==> src/rtl/seg_pkg.sv <==
// rtl/seg_pkg.sv - shared types and helpers for the seven-segment scan controller
package seg_pkg;

   localparam int NDIG = 4;

   typedef enum logic {
      S_BLANK = 1'b0,
      S_SHOW  = 1'b1
   } seg_state_t;

   // Active-low one-hot anode pattern for a slot index
   function automatic logic [NDIG-1:0] anode_of(input logic [1:0] sel);
      logic [NDIG-1:0] one;
      one = {{(NDIG-1){1'b0}}, 1'b1} << sel;
      return ~one;
   endfunction

endpackage

==> src/rtl/seg_scan_ctrl_if.sv <==
// rtl/seg_scan_ctrl_if.sv - host-side write port and frame status of the scan controller
interface seg_scan_ctrl_if;

   logic       wr_en;
   logic [1:0] wr_addr;
   logic [3:0] wr_data;
   logic       frame_tick;
   logic       upd_ack;

   modport master (
      output wr_en, wr_addr, wr_data,
      input  frame_tick, upd_ack
   );

   modport slave (
      input  wr_en, wr_addr, wr_data,
      output frame_tick, upd_ack
   );

endinterface

==> src/rtl/seg_slot_timer.sv <==
// rtl/seg_slot_timer.sv - BLANK/SHOW slot state machine and slot counter
module seg_slot_timer
   import seg_pkg::*;
#(
   parameter int DIV   = 400,
   parameter int BLANK = 8
) (
   input  logic       clk,
   input  logic       rst_n,
   output seg_state_t state,
   output logic       tc,
   output logic       adv
);

   localparam int MAXC = (DIV > BLANK) ? DIV : BLANK;
   localparam int CW   = (MAXC > 1) ? $clog2(MAXC) : 1;

   seg_state_t    state_q, state_d;
   logic [CW-1:0] cnt_q, cnt_d;

   // State and counter registers
   always_ff @(posedge clk or negedge rst_n) begin
      if (!rst_n) begin
         state_q <= S_BLANK;
         cnt_q   <= '0;
      end else begin
         state_q <= state_d;
         cnt_q   <= cnt_d;
      end
   end

   // Terminal count per state; counter clears on every state change
   always_comb begin
      state_d = state_q;
      cnt_d   = cnt_q + CW'(1);
      tc      = 1'b0;
      case (state_q)
         S_BLANK: begin
            if (cnt_q == CW'(BLANK - 1)) begin
               tc      = 1'b1;
               state_d = S_SHOW;
               cnt_d   = '0;
            end
         end
         S_SHOW: begin
            if (cnt_q == CW'(DIV - 1)) begin
               tc      = 1'b1;
               state_d = S_BLANK;
               cnt_d   = '0;
            end
         end
         default: ;
      endcase
   end

   assign state = state_q;
   assign adv   = tc && (state_q == S_SHOW);

endmodule

==> src/rtl/seg_scan_ctrl.sv <==
// rtl/seg_scan_ctrl.sv - four-digit time-multiplexed display scheduler with frame-aligned commits
module seg_scan_ctrl
   import seg_pkg::*;
#(
   parameter int DIV   = 400,
   parameter int BLANK = 8
) (
   input  logic            clk,
   input  logic            rst_n,
   seg_scan_ctrl_if.slave  bus,
   input  logic [NDIG-1:0] dig_en,
   output logic [3:0]      dig_val,
   output logic [1:0]      dig_sel,
   output logic [NDIG-1:0] an
);

   seg_state_t state;
   logic       tc;
   logic       adv;

   logic [NDIG-1:0][3:0] staged_q;
   logic [NDIG-1:0][3:0] active_q;
   logic [NDIG-1:0][3:0] commit_d;
   logic                 pending_q;

   logic       enter_show;
   logic       boundary;
   logic       do_commit;
   logic [1:0] next_sel;

   seg_slot_timer #(
      .DIV   (DIV),
      .BLANK (BLANK)
   ) u_timer (
      .clk   (clk),
      .rst_n (rst_n),
      .state (state),
      .tc    (tc),
      .adv   (adv)
   );

   assign enter_show = tc && (state == S_BLANK);
   assign boundary   = adv && (dig_sel == 2'd3);
   assign do_commit  = boundary && (pending_q || bus.wr_en);
   assign next_sel   = dig_sel + 2'd1;

   // Staging contents with a same-cycle write merged in, so a boundary write is committed too
   always_comb begin
      commit_d = staged_q;
      if (bus.wr_en) begin
         commit_d[bus.wr_addr] = bus.wr_data;
      end
   end

   // Staging registers, pending flag and frame-aligned active copy
   always_ff @(posedge clk or negedge rst_n) begin
      if (!rst_n) begin
         staged_q  <= '0;
         active_q  <= '0;
         pending_q <= 1'b0;
      end else begin
         if (bus.wr_en) begin
            staged_q <= commit_d;
         end
         if (do_commit) begin
            active_q  <= commit_d;
            pending_q <= 1'b0;
         end else if (bus.wr_en) begin
            pending_q <= 1'b1;
         end
      end
   end

   // Slot index, decoder nibble and anode drive, all registered
   always_ff @(posedge clk or negedge rst_n) begin
      if (!rst_n) begin
         dig_sel <= 2'd0;
         dig_val <= 4'd0;
         an      <= '1;
      end else if (adv) begin
         dig_sel <= next_sel;
         dig_val <= do_commit ? commit_d[next_sel] : active_q[next_sel];
         an      <= '1;
      end else if (enter_show) begin
         an      <= dig_en[dig_sel] ? anode_of(dig_sel) : '1;
      end
   end

   // One-cycle frame and commit pulses
   always_ff @(posedge clk or negedge rst_n) begin
      if (!rst_n) begin
         bus.frame_tick <= 1'b0;
         bus.upd_ack    <= 1'b0;
      end else begin
         bus.frame_tick <= boundary;
         bus.upd_ack    <= do_commit;
      end
   end

endmodule
==> src/flat_wrapper.sv <==
// flat-port wrapper written by rule: the top's interface ports become plain ports
module seg_scan_ctrl_flat import seg_pkg::*;
#(
   parameter int DIV   = 400,
   parameter int BLANK = 8
)
  (clk, rst_n, dig_en, dig_val, dig_sel, an, bus_wr_en, bus_wr_addr, bus_wr_data, bus_frame_tick, bus_upd_ack);
  seg_scan_ctrl_if bus_i ();
  input  logic clk;
  input  logic rst_n;
  input  logic [NDIG-1:0] dig_en;
  output logic [3:0] dig_val;
  output logic [1:0] dig_sel;
  output logic [NDIG-1:0] an;
  input wire logic [$bits(bus_i.wr_en)-1:0] bus_wr_en;
  input wire logic [$bits(bus_i.wr_addr)-1:0] bus_wr_addr;
  input wire logic [$bits(bus_i.wr_data)-1:0] bus_wr_data;
  output wire logic [$bits(bus_i.frame_tick)-1:0] bus_frame_tick;
  output wire logic [$bits(bus_i.upd_ack)-1:0] bus_upd_ack;
  assign bus_i.wr_en = bus_wr_en;
  assign bus_i.wr_addr = bus_wr_addr;
  assign bus_i.wr_data = bus_wr_data;
  assign bus_frame_tick = bus_i.frame_tick;
  assign bus_upd_ack = bus_i.upd_ack;
  seg_scan_ctrl #(.DIV(DIV), .BLANK(BLANK)) u_core (.clk(clk), .rst_n(rst_n), .bus(bus_i), .dig_en(dig_en), .dig_val(dig_val), .dig_sel(dig_sel), .an(an));
endmodule
==> config.mk <==
export PLATFORM = sky130hd
export DESIGN_NAME = seg_scan_ctrl_flat
export DESIGN_NICKNAME = d
export VERILOG_FILES = /design/src/rtl/seg_pkg.sv /design/src/rtl/seg_scan_ctrl_if.sv /design/src/rtl/seg_slot_timer.sv /design/src/rtl/seg_scan_ctrl.sv /design/src/flat_wrapper.sv
export SDC_FILE = /design/constraint.sdc
export NUM_CORES = 1
export LEC_CHECK = 0
export BUFFER_PORTS_ARGS = -buffer_cell sky130_fd_sc_hd__buf_2
export CORE_ASPECT_RATIO = 0.6
export CORE_UTILIZATION = 35
export CTS_CLUSTER_DIAMETER = 200
export DETAILED_ROUTE_END_ITERATION = 8
export HOLD_SLACK_MARGIN = 0.08
export PLACE_DENSITY = 0.54
export SKIP_LAST_GASP = 1
export SLEW_MARGIN = 10
export SYNTH_ARGS = -nofsm -noshare
export SYNTH_HDL_FRONTEND = slang
export SYNTH_SLANG_ARGS = --single-unit
export TNS_END_PERCENT = 100
==> constraint.sdc <==
create_clock -name clk -period 3.54 [get_ports clk]
set_clock_uncertainty 0.2 [all_clocks]
set_input_delay 0.354 -clock clk [delete_from_list [all_inputs] [get_ports clk]]
set_output_delay 0.354 -clock clk [all_outputs]
set_load 0.01 [all_outputs]
==> run metrics <==
status=finished, final reports clean; # rows=24; total track usage=16.1%; I/O Buffers=24; final setup fails=0; Mapped Cells=218; Max IR drop VDD=183 µV; Post-Syn Nets=236; worst setup path class=reg2reg; Psw=0.299 mW; total setup buffers inserted after CTS=0; first drt pass iteration count=5; Post-CTS Resized=0; WP data required=3560 ps; Sum Neg Setup Slack=0 ps; post-synth top area share=46.7%; htree depth=2; worst min path class=in2reg; critical path capture point type=flip-flop; Post-Route WL=5.90 mm; commonest non-fill, non-tap cells in the layout=dfrtp_1 (51), mux2_2 (40), buf_2 (24); Endpoint, Worst Hold=u_core.pending_q; static leakage=1.34 nW; Final Max Tran Viols=0; CORE AREA=0.00742 mm²; Placement Setup Slack=582 ps; # Max-Cap Violations=0; post-synthesis sequential area ratio=50.6%; CTS buffer count=5; I/O pins=25; pin count of the biggest net entering global routing=36; fmax=341 MHz; Remaining Overflow, GRT=0; antenna-violating nets left=0; initial DRC count=53; CTS root buf=clkbuf_16; Final Worst Setup Slack=611 ps; layout cells sized above 1=35.9%; Yosys top cell by area=dfrtp_1; clock network power share=37.3%; worst-case reg-to-reg path depth=7; vias in the first global route=1742; Cell variety after synth=40; CTS tree=done; Starting Density=36.8%; Seq pwr share=53.4%; Ys Warns=0; Die X=116 µm; first-pass GRT wire length=9.65 mm; hold path start=bus_wr_en; clk slew on worst S/H paths=70 ps; Die Area=0.00817 mm²; die boundary height=70.4 µm; Internal Pwr Total=0.987 mW; top cells by area, synth=dfrtp_1 (47%), mux2_2 (16%), mux4_2 (4.1%); vias per cell=5.04; Slew HR=46.8%; Comb power frac=9.3%; fin crit period=2930 ps; RSZ-0062 raised after global routing=false; Reg-to-Reg End=u_core.dig_val[0]; post-layout util=41.6%; syn_area_per_cell=12.5 µm²; slew at the pin closest to its max-slew limit=798 ps; Area Overhead vs Synth=12.9%; initial antenna violation count=0; synthesized area=0.00273 mm²; Placer Congestion=0.838; crit-path max FO=10; FF-to-FF setup slack=610 ps; n_diodes=0; wire per inst=16.9 µm; PwrDens=417 mW/mm²; clk sinks=55; sw frac=23.2%; Worst R2R Start=u_core.dig_sel[0]; vias=1758; Hold Path Stages=3; commonest non-fill, non-tap cell in the layout=dfrtp_1; nets=262; fin crit share=82.7%; Critical path origin=u_core.dig_sel[0]; DRC viols=0; Filler cells=720; Final Hold Viols=0; Skew-Pair Late Insertion Delay=290 ps; clk buf depth=2; FF+latch count, synth=55; crit start category=flip-flop; HPWL after DPL=4.39 mm; Worst EP arrival=2950 ps
critical path, stage by stage, from the launching register on:
cell     delay [ps]
dfrtp_1         650
inv_1           240
ha_1            580
xnor2_4         160
and3_1          320
mux2i_1         120
mux4_2          470
o21ai_2         110
through the flow:
stage          area, µm²  hold WS, ps  power [mW]  cells
2_1_floorplan       2730         -142       0.769    218
3_3_place_gp        2940          250       0.816    340
3_5_place_dp        2940          260       0.817    340
4_1_cts             3080          188        1.30    349
5_1_grt             3080          211        1.34    349
6_report            3080          199        1.29    349
state kept, by name, summed over array words and instances, names as in the netlist:
name	flops
u_core.active_q	16
u_core.staged_q	16
u_core.u_timer.cnt_q	9
u_core.an	4
u_core.dig_val	4
u_core.dig_sel	2
u_core.bus.frame_tick	1
u_core.bus.upd_ack	1
u_core.pending_q	1
u_core.u_timer.state	1
how the worst max path moves through the flow:
stage                              to  slack [ps]  depth (start not counted)
floorplan           u_core.dig_val[0]         950                         10
global placement    u_core.dig_val[0]         700                          7
global route        u_core.dig_val[0]         410                          7
CTS                 u_core.dig_val[0]         560                          7
finish              u_core.dig_val[0]         610                          7
detailed placement  u_core.dig_val[0]         580                          7
cells by family after synthesis:
| logic type | Yosys count | synth area share [%] |
|---|---|---|
| buffers and inverters | 13 | 2.89 |
| AOI/OAI and AO/OA | 23 | 5.50 |
| DFF | 55 | 50.6 |
| and+or+nand+nor | 62 | 12.4 |
| muxes | 51 | 22.8 |
| xor gates and xnor gates | 9 | 3.57 |
| adders and majority gates | 5 | 2.29 |
synth_stat cells, drive strengths merged:
library cell / number
a41oi: 1
a21oi: 6
nand2: 14
dfstp: 4
and4: 1
xor2: 3
nor3b: 1
or3: 1
nand4: 2
nor2: 17
mux2i: 6
nand2b: 1
nand3b: 5
mux2: 40
xnor2: 6
and3: 4
o21ai: 2
nor3: 2
ha: 5
a22oi: 3
o2bb2ai: 1
clkbuf: 1
and2b: 1
a31oi: 7
nor2b: 4
nand3: 8
buf: 7
o22ai: 3
mux4: 5
nor4: 1
inv: 5
dfrtp: 51
cell type report:
cell class	instances	area, µm²	share of cell area, %
repair buffers	27	145	4.71
flip-flops and latches	55	1380	44.8
inverters	5	18.8	0.609
clock buffers	7	133	4.30
clock inverters	1	5.00	0.162
multi-input cells	150	1270	41.2
well taps	104	130	4.22
power by group through the flow:
| stage | clock network, mW | logic, mW | registers, mW |
|---|---|---|---|
| 2_1_floorplan | 0 | 0.0803 | 0.689 |
| 3_3_place_gp | 0 | 0.116 | 0.700 |
| 3_5_place_dp | 0 | 0.119 | 0.698 |
| 4_1_cts | 0.494 | 0.120 | 0.686 |
| 5_1_grt | 0.520 | 0.134 | 0.691 |
| 6_report | 0.480 | 0.119 | 0.687 |
what timing repair did:
item / CTS / global route
endpoints found under the hold margin: 30 / 0
hold buffers: 1 / 0
endpoints found under the setup margin: 0 / 0
metal layers:
metal / up-vias / GRT usage, % / part of all wire, %
li1: 839 / - / -
met1: 868 / 26.6 / 56
met2: 46 / 19.6 / 37
met3: 5 / 4.51 / 5.6
met4: 0 / 3.85 / 0.85
met5: - / 0 / 0
Note: power is estimated with default switching activity, not from simulation.
